==> src/rtl/hazard_stall_ctrl.sv <==
`default_nettype none
// ============================================================================
//  Module      : hazard_stall_ctrl
//  Description : Stall / bubble / flush producer for the 5-stage pipeline.
//                Detects load-use hazards, data-memory wait states and
//                multi-cycle divides, resolves taken-branch flushes, and
//                keeps a saturating stall-cycle counter plus a sticky
//                memory-timeout error flag.
//  Revision    : 1.0 - initial release
// ============================================================================
module hazard_stall_ctrl #(
  parameter int DIV_LAT     = 8,
  parameter int MEM_TIMEOUT = 255,
  parameter int CNT_W       = 32
) (
  input  logic             clk,
  input  logic             rst,
  input  logic [4:0]       id_rs1,
  input  logic [4:0]       id_rs2,
  input  logic             id_rs1_used,
  input  logic             id_rs2_used,
  input  logic [4:0]       ex_rd,
  input  logic             ex_valid,
  input  logic             ex_is_load,
  input  logic             ex_div_start,
  input  logic             ex_br_taken,
  input  logic             mem_req,
  input  logic             mem_ack,
  output logic             stall_if,
  output logic             stall_id,
  output logic             stall_all,
  output logic             bubble_ex,
  output logic             flush_id,
  output logic             flush_ex,
  output logic             mem_err,
  output logic [CNT_W-1:0] stall_cycles
);

  // One shared counter serves both wait states; size it for the larger bound.
  localparam int C_MAXC = (MEM_TIMEOUT > DIV_LAT) ? MEM_TIMEOUT : DIV_LAT;
  localparam int C_TW   = $clog2(C_MAXC + 1);

  typedef enum logic [1:0] {
    ST_RUN      = 2'd0,
    ST_MEM_WAIT = 2'd1,
    ST_DIV_WAIT = 2'd2
  } state_e;

  state_e           state_q, state_d;
  logic [C_TW-1:0]  cnt_q, cnt_d;
  logic             mem_err_q, mem_err_d;
  logic [CNT_W-1:0] stall_cycles_q, stall_cycles_d;

  logic w_load_use;
  logic w_stall_all;
  logic w_resolve;
  logic w_flush;
  logic w_bubble;

  assign w_load_use = ex_valid & ex_is_load & (ex_rd != 5'd0) &
                      ((id_rs1_used & (id_rs1 == ex_rd)) |
                       (id_rs2_used & (id_rs2 == ex_rd)));

  // Next-state logic; w_resolve marks cycles where EX advances and branch /
  // load-use resolution may act (including the exit cycle of a wait state).
  always_comb begin
    state_d     = state_q;
    cnt_d       = cnt_q;
    mem_err_d   = mem_err_q;
    w_stall_all = 1'b0;
    w_resolve   = 1'b0;
    case (state_q)
      ST_RUN: begin
        if (mem_req && !mem_ack) begin
          w_stall_all = 1'b1;
          state_d     = ST_MEM_WAIT;
          cnt_d       = C_TW'(1);
        end else if (ex_valid && ex_div_start) begin
          w_stall_all = 1'b1;
          state_d     = ST_DIV_WAIT;
          cnt_d       = C_TW'(DIV_LAT - 2);
        end else begin
          w_resolve   = 1'b1;
        end
      end
      ST_MEM_WAIT: begin
        if (mem_ack) begin
          state_d     = ST_RUN;
          w_resolve   = 1'b1;
        end else if (cnt_q == C_TW'(MEM_TIMEOUT)) begin
          mem_err_d   = 1'b1;
          state_d     = ST_RUN;
          w_resolve   = 1'b1;
        end else begin
          w_stall_all = 1'b1;
          cnt_d       = cnt_q + C_TW'(1);
        end
      end
      ST_DIV_WAIT: begin
        if (cnt_q != '0) begin
          w_stall_all = 1'b1;
          cnt_d       = cnt_q - C_TW'(1);
        end else begin
          state_d     = ST_RUN;
          w_resolve   = 1'b1;
        end
      end
      default: begin
        state_d = ST_RUN;
        cnt_d   = '0;
      end
    endcase
  end

  // A taken branch flushes the dependent instruction, so it wins over load-use.
  assign w_flush  = w_resolve & ex_br_taken;
  assign w_bubble = w_resolve & ~ex_br_taken & w_load_use;

  // Saturating performance counter of stalled or bubbled cycles.
  always_comb begin
    stall_cycles_d = stall_cycles_q;
    if ((w_stall_all || w_bubble) && (stall_cycles_q != {CNT_W{1'b1}}))
      stall_cycles_d = stall_cycles_q + CNT_W'(1);
  end

  // State, counter, error flag and performance counter registers.
  always_ff @(posedge clk or posedge rst) begin
    if (rst) begin
      state_q        <= ST_RUN;
      cnt_q          <= '0;
      mem_err_q      <= 1'b0;
      stall_cycles_q <= '0;
    end else begin
      state_q        <= state_d;
      cnt_q          <= cnt_d;
      mem_err_q      <= mem_err_d;
      stall_cycles_q <= stall_cycles_d;
    end
  end

  // Controls are forced low during reset so nothing glitches on release.
  assign stall_all    = ~rst & w_stall_all;
  assign stall_if     = ~rst & (w_stall_all | w_bubble);
  assign stall_id     = ~rst & (w_stall_all | w_bubble);
  assign bubble_ex    = ~rst & w_bubble;
  assign flush_id     = ~rst & w_flush;
  assign flush_ex     = ~rst & w_flush;
  assign mem_err      = mem_err_q;
  assign stall_cycles = stall_cycles_q;

endmodule
`default_nettype wire

==> config.mk <==
export PLATFORM = sky130hd
export DESIGN_NAME = hazard_stall_ctrl
export DESIGN_NICKNAME = d
export VERILOG_FILES = /design/src/rtl/hazard_stall_ctrl.sv
export SDC_FILE = /design/constraint.sdc
export NUM_CORES = 1
export LEC_CHECK = 0
export ABC_AREA = 1
export BUFFER_PORTS_ARGS = -buffer_cell sky130_fd_sc_hd__buf_2
export CAP_MARGIN = 20
export CORE_ASPECT_RATIO = 0.8
export CORE_MARGIN = 5
export CORE_UTILIZATION = 60
export DETAILED_ROUTE_END_ITERATION = 6
export PLACE_DENSITY = 0.86
export SYNTH_ARGS = -nofsm -noshare
export SYNTH_HDL_FRONTEND = slang
export SYNTH_SLANG_ARGS = --single-unit
export TNS_END_PERCENT = 5
==> constraint.sdc <==
create_clock -name clk -period 4.5 [get_ports clk]
set_input_delay 0.675 -clock clk [delete_from_list [all_inputs] [get_ports clk]]
set_output_delay 0.675 -clock clk [all_outputs]
set_load 0.05 [all_outputs]
=== Word-level counts from Yosys, hierarchy flattened ===
Cells that the tools add are included.

* Input bits: 25
* Bits in registers: 43
* Output and inout bits: 39
* Logic and storage cells: 71

* Add/sub/neg operators: 3
* Muxes and demuxes: 24
* Bitwise operators: 17
* Eq/ne operators: 12
* Reduce and logical (&&, ||, !) cells: 11

{| class="wikitable"
|+ Operator list
! cell !! number
|-
| $mux W8 || 5
|-
| $add A32 B1 Y32 const B || 1
|-
| $ne A32 B32 Y1 const B || 1
|-
| $pmux W8 S3 || 1
|-
| $and A1 B1 Y1 || 12
|-
| $eq A5 B5 Y1 || 2
|-
| $mux W1 || 10
|-
| $mux W2 || 5
|-
| $add A8 B1 Y8 const B || 1
|-
| $eq A8 B8 Y1 const B || 1
|-
| $ne A2 B2 Y1 const B || 4
|-
| $reduce_bool A8 Y1 || 1
|-
| $sub A8 B1 Y8 const B || 1
|-
| $ne A3 B3 Y1 const B || 2
|-
| $pmux W1 S3 || 2
|-
| $pmux W2 S3 || 1
|-
| $reduce_and A3 Y1 || 2
|-
| $reduce_bool A5 Y1 || 1
|-
| $reduce_and A4 Y1 || 1
|-
| $logic_and A1 B1 Y1 || 3
|-
| $not A1 Y1 || 3
|-
| $eq A2 B1 Y1 const B || 1
|-
| $eq A2 B2 Y1 const B || 1
|-
| $logic_not A2 Y1 || 1
|-
| other kinds (3) || 4
|}

=== Logic depth before layout (Yosys ltp) ===
* Depth after elaboration: 8
* Depth in mapped cells: 12
* Depth with buffers taken out: 11

=== Worst setup path before layout ===
No wires, ideal clock.

* Kind: input-to-output
* From: input mem_ack
* To: output stall_if
* Buffers on the path: 1
* Stages on the path: 10
* Required time: 3.825 ns
* Slack: 0.872 ns
* Data arrival time: 2.953 ns
* Cells stage by stage: inv_1 -> nand2_2 -> nand3_1 -> nand2_1 -> inv_1 -> nand3_2 -> nand2_2 -> nor3_1 -> or2_2 -> buf_4

* Word-level cells in the longest chain between the ends: 8
* Elaborated cells between the ends (all ways): 12
* Those cells by class: mux (6); bitwise (4); reduce/logical (2)

{| class="wikitable"
|+ RTL lines
! item !! line !! RTL
|-
| from (decl) || 28 || <nowiki>input logic mem_ack,</nowiki>
|-
| $logic_not A1 Y1 || 74 || <nowiki>if (mem_req && !mem_ack) begin</nowiki>
|-
| $logic_and A1 B1 Y1 || 74 ||
|-
| $mux W1 || 74 ||
|-
| $pmux W1 S3 || 72 || <nowiki>case (state_q)</nowiki>
|-
| $and A1 B1 Y1 (2 in a row) || 117 || <nowiki>assign w_bubble = w_resolve & ~ex_br_taken & w_load_use;</nowiki>
|-
| $or A1 B1 Y1 (*) || n/a ||
|-
| $and A1 B1 Y1 (*) || n/a ||
|-
| to (decl) || 29 || <nowiki>output logic stall_if,</nowiki>
|}

Mark *: on every way between the ends. The rest lies on a longest branch, timed or not.

=== Worst setup path after layout ===
* From: register state_q[0]
* To: output stall_id

* Word-level cells in the longest chain between the ends: 6
* Elaborated cells between the ends (all ways): 9
* Those cells by class: eq/ne (2); mux (2); bitwise (4); reduce/logical (1)

{| class="wikitable"
|+ RTL lines
! item !! line !! RTL
|-
| from (decl) || 49 || <nowiki>state_e state_q, state_d;</nowiki>
|-
| from (signal assigned) || 134 || <nowiki>state_q <= state_d;</nowiki>
|-
| $eq A2 B2 Y1, or another cell as far along || 72 ||
|-
| $pmux W1 S3 || 72 ||
|-
| $and A1 B1 Y1 (2 in a row) || 117 ||
|-
| $or A1 B1 Y1 (*) || 144 || <nowiki>assign stall_id = ~rst & (w_stall_all | w_bubble);</nowiki>
|-
| $and A1 B1 Y1 (*) || 144 ||
|-
| to (decl) || 30 || <nowiki>output logic stall_id,</nowiki>
|}

Marked as above.

==> metrics <==
syn_area_per_cell=roughly 6.7 um^2; Crit path required time=~3.8 ns; crit path launch type=flop; cts bufs inserted=5; Final setup viols=0; ant diodes=0; share of layout cells above drive strength 1=16.34%; Hold Violations, Final=0; DRC Markers=0; Vias per Instance=around 5.3; Final Skew=0.01049 ns; Cell Area, Synth=between 0.003 and 0.004 mm^2; Congestion Overflow GR=0; I/O pins=64; Final Power=roughly 1.7 mW; initial antenna violation count=0; syn_nets=around 540; reg2reg setup slack=1.73 ns; met1 WL=3762 um; number of synthesized flops with an enable pin=0; worst hold path type=flop to flop; row count=24; max-slew violations=0; Worst-Skew Late Latency=0.31 ns; Post-CTS Resized=0; post-synth top area cell=dfrtp_1; Tot GR Track Use=a little under a quarter; Core ar.=0.005435 mm^2; first-pass GRT wire length=14,330 um; RSZ-0062 raised after global routing=no; Starting Density=61.63%; worst-margin pin slew=between 0.6 and 0.7 ns; 1st-iter DRT viols=approximately 270; final hold slack=0.4868 ns; most frequent cell after synthesis=nand2_1; Critical Path Start=state_q[0]; CTS Hold Bufs=0; FMAX=approximately 0.33 GHz; max cap viols=0; H-tree levels=2; Final Critical Period=a little over 3 ns; fin crit share=between 60 and 70%; Final #Nets=~600; Fillers=~480; DR WL met3=~480 um; root buf cell=clkbuf_8; GP Congestion=0.9151; detailed-router iteration count before antenna repair=5; largest net degree at the start of global routing=44; Slew headroom=56.68%; post-synthesis sequential area ratio=32.13%; chip height=between 70 and 80 um; CP endpoint kind=output port; Clock Tree Buf Depth=2; vias in the first global route=~3,300; DP Wirelength=approximately 6100 um; Layout Utilization=between 60% and 70%; worst slack at placement=1.729 ns; TNS Setup=0 ns; Die Wd=a little over 90 um; Crit Path Max Fanout=13; Worst-path clk slew=approximately 0.090 ns; Post-CTS Setup Inserts=0; Cell variety after synth=31; Pwr Density=464.5 mW/mm^2; CTS tree=done; Synth Register Bits=between 40 and 50; synthesis-to-finish area growth=11.84%; DR WL/cell=between 10 and 15 um; VDD IR-drop max=about 0.22 mV; Critical Path AT=around 2.4 ns; Synth top cells by count=nand2_1 (196), inv_1 (53), nand3_1 (52); Async SR Flop Fraction=100.0%; Yosys top cell area share=between 30% and 40%; highest routed layer=met4; Met2 Wirelength=3576 um; ANT nets after route=0; status=completed; largest cells by area after synthesis=dfrtp_1 (32%), nand2_1 (22%), nand3_1 (7.8%); vias after detailed routing=around 3,400; die area=between 0.007 and 0.008 mm^2; worst r2r src=stall_cycles[0]; Worst Path Class, Setup=flop to output port; wirelength, routed=about 7900 um; Main synth FF type=dfrtp_1; CTS Sinks=43; IO Port Bufs=63; LEAKAGE=about 2.1 nW; final worst slack=1.446 ns; hold wc startpoint=mem_err; Mapped Cells=between 500 and 600; number of synthesis warnings=0
flip-flops by register name, indices dropped and copies added, names as in the netlist:
name,flops
stall_cycles,32
mem_err,1
state_q,2
cnt_q,8
routing by layer:
| layer | track usage, % | vias to the layer above |
|---|---|---|
| met5 | 0 | - |
| met4 | 5.916 | 0 |
| met3 | 4.795 | 12 |
| met2 | 38.47 | 89 |
| met1 | 33.04 | 1570 |
| li1 | - | 1708 |
cell families (layout without fill, tap and decap cells):
| family | after synthesis | after routing | synth area share (%) |
|---|---|---|---|
| flip-flops | 43 | 43 | 32.13 |
| AO/OA/AOI/OAI | 19 | 19 | 3.287 |
| AND/OR/NAND/NOR | 337 | 337 | 43.67 |
| XOR/XNOR | 24 | 24 | 6.276 |
| adder cells (fa/ha/maj) | 12 | 12 | 4.707 |
| buffers and inverters | 66 | 127 | 9.637 |
| multiplexers | 1 | 1 | 0.2989 |
critical path, stage by stage (launching register included):
cell and delay (ns):
dfrtp_1 0.41, inv_1 0.11, ha_1 0.44, nand2_1 0.12
nand3_2 0.22, nand2_2 0.11, nor3_1 0.25, or2_2 0.16
buf_2 0.25
final timing paths:
path / to / cells after the start
setup / recovery: stall_id / 8
hold / removal: mem_err / 1
setup reg to reg: stall_cycles[20] / 9
hold reg to reg: mem_err / 1
max in group asynchronous: stall_cycles[10] / 3
min in group asynchronous: mem_err / 3
per-stage QoR:
stage	area (um^2)	instances
detailed placement	3657	633
CTS	3746	641
global route	3746	641
global placement	3657	633
floorplan	3349	502
finish	3746	641
cell usage in the layout (no fill, tap or decap):
master,synthesis,final
nor2_2,3,3
o21ai_2,1,1
clkinv_1,0,1
clkinv_2,0,1
nand3b_1,5,5
and3_1,1,1
nand3_1,52,52
a21o_1,1,1
nand2_1,196,196
clkbuf_8,0,5
xor2_1,17,17
ha_1,11,11
fa_1,1,1
buf_2,0,63
clkinvlp_4,0,2
a31oi_1,2,2
or2_2,2,2
a21oi_1,4,4
nand4_1,10,10
dfrtp_1,43,43
xnor2_1,7,7
o21bai_1,1,1
mux2i_1,1,1
nand3_2,4,4
nor2_4,2,2
inv_2,1,1
nor2_1,42,42
inv_1,53,52
o21ai_0,9,9
nand2_2,5,5
nor3_1,14,14
buf_4,2,2
a31o_2,1,1
nor3b_1,1,1
area by class of cell:
| type | count | area [um^2] | share of cell area, % |
|---|---|---|---|
| multi-input combinational | 393 | 1951 | 52.07 |
| sequential | 43 | 1076 | 28.72 |
| timing repair buffer | 65 | 330.3 | 8.818 |
| inverter | 54 | 202.7 | 5.411 |
| tap | 78 | 97.59 | 2.605 |
| clock buffer | 5 | 68.82 | 1.837 |
| clock inverter | 3 | 20.02 | 0.5344 |
where the power goes:
part           internal, mW  switching [mW]  leakage [nW]
combinational         0.295           0.673          1.48
sequential            0.446          0.0771         0.582
clock                 0.108           0.140        0.0402
total                 0.849           0.891          2.10
Power figures use the tool's default switching activity.
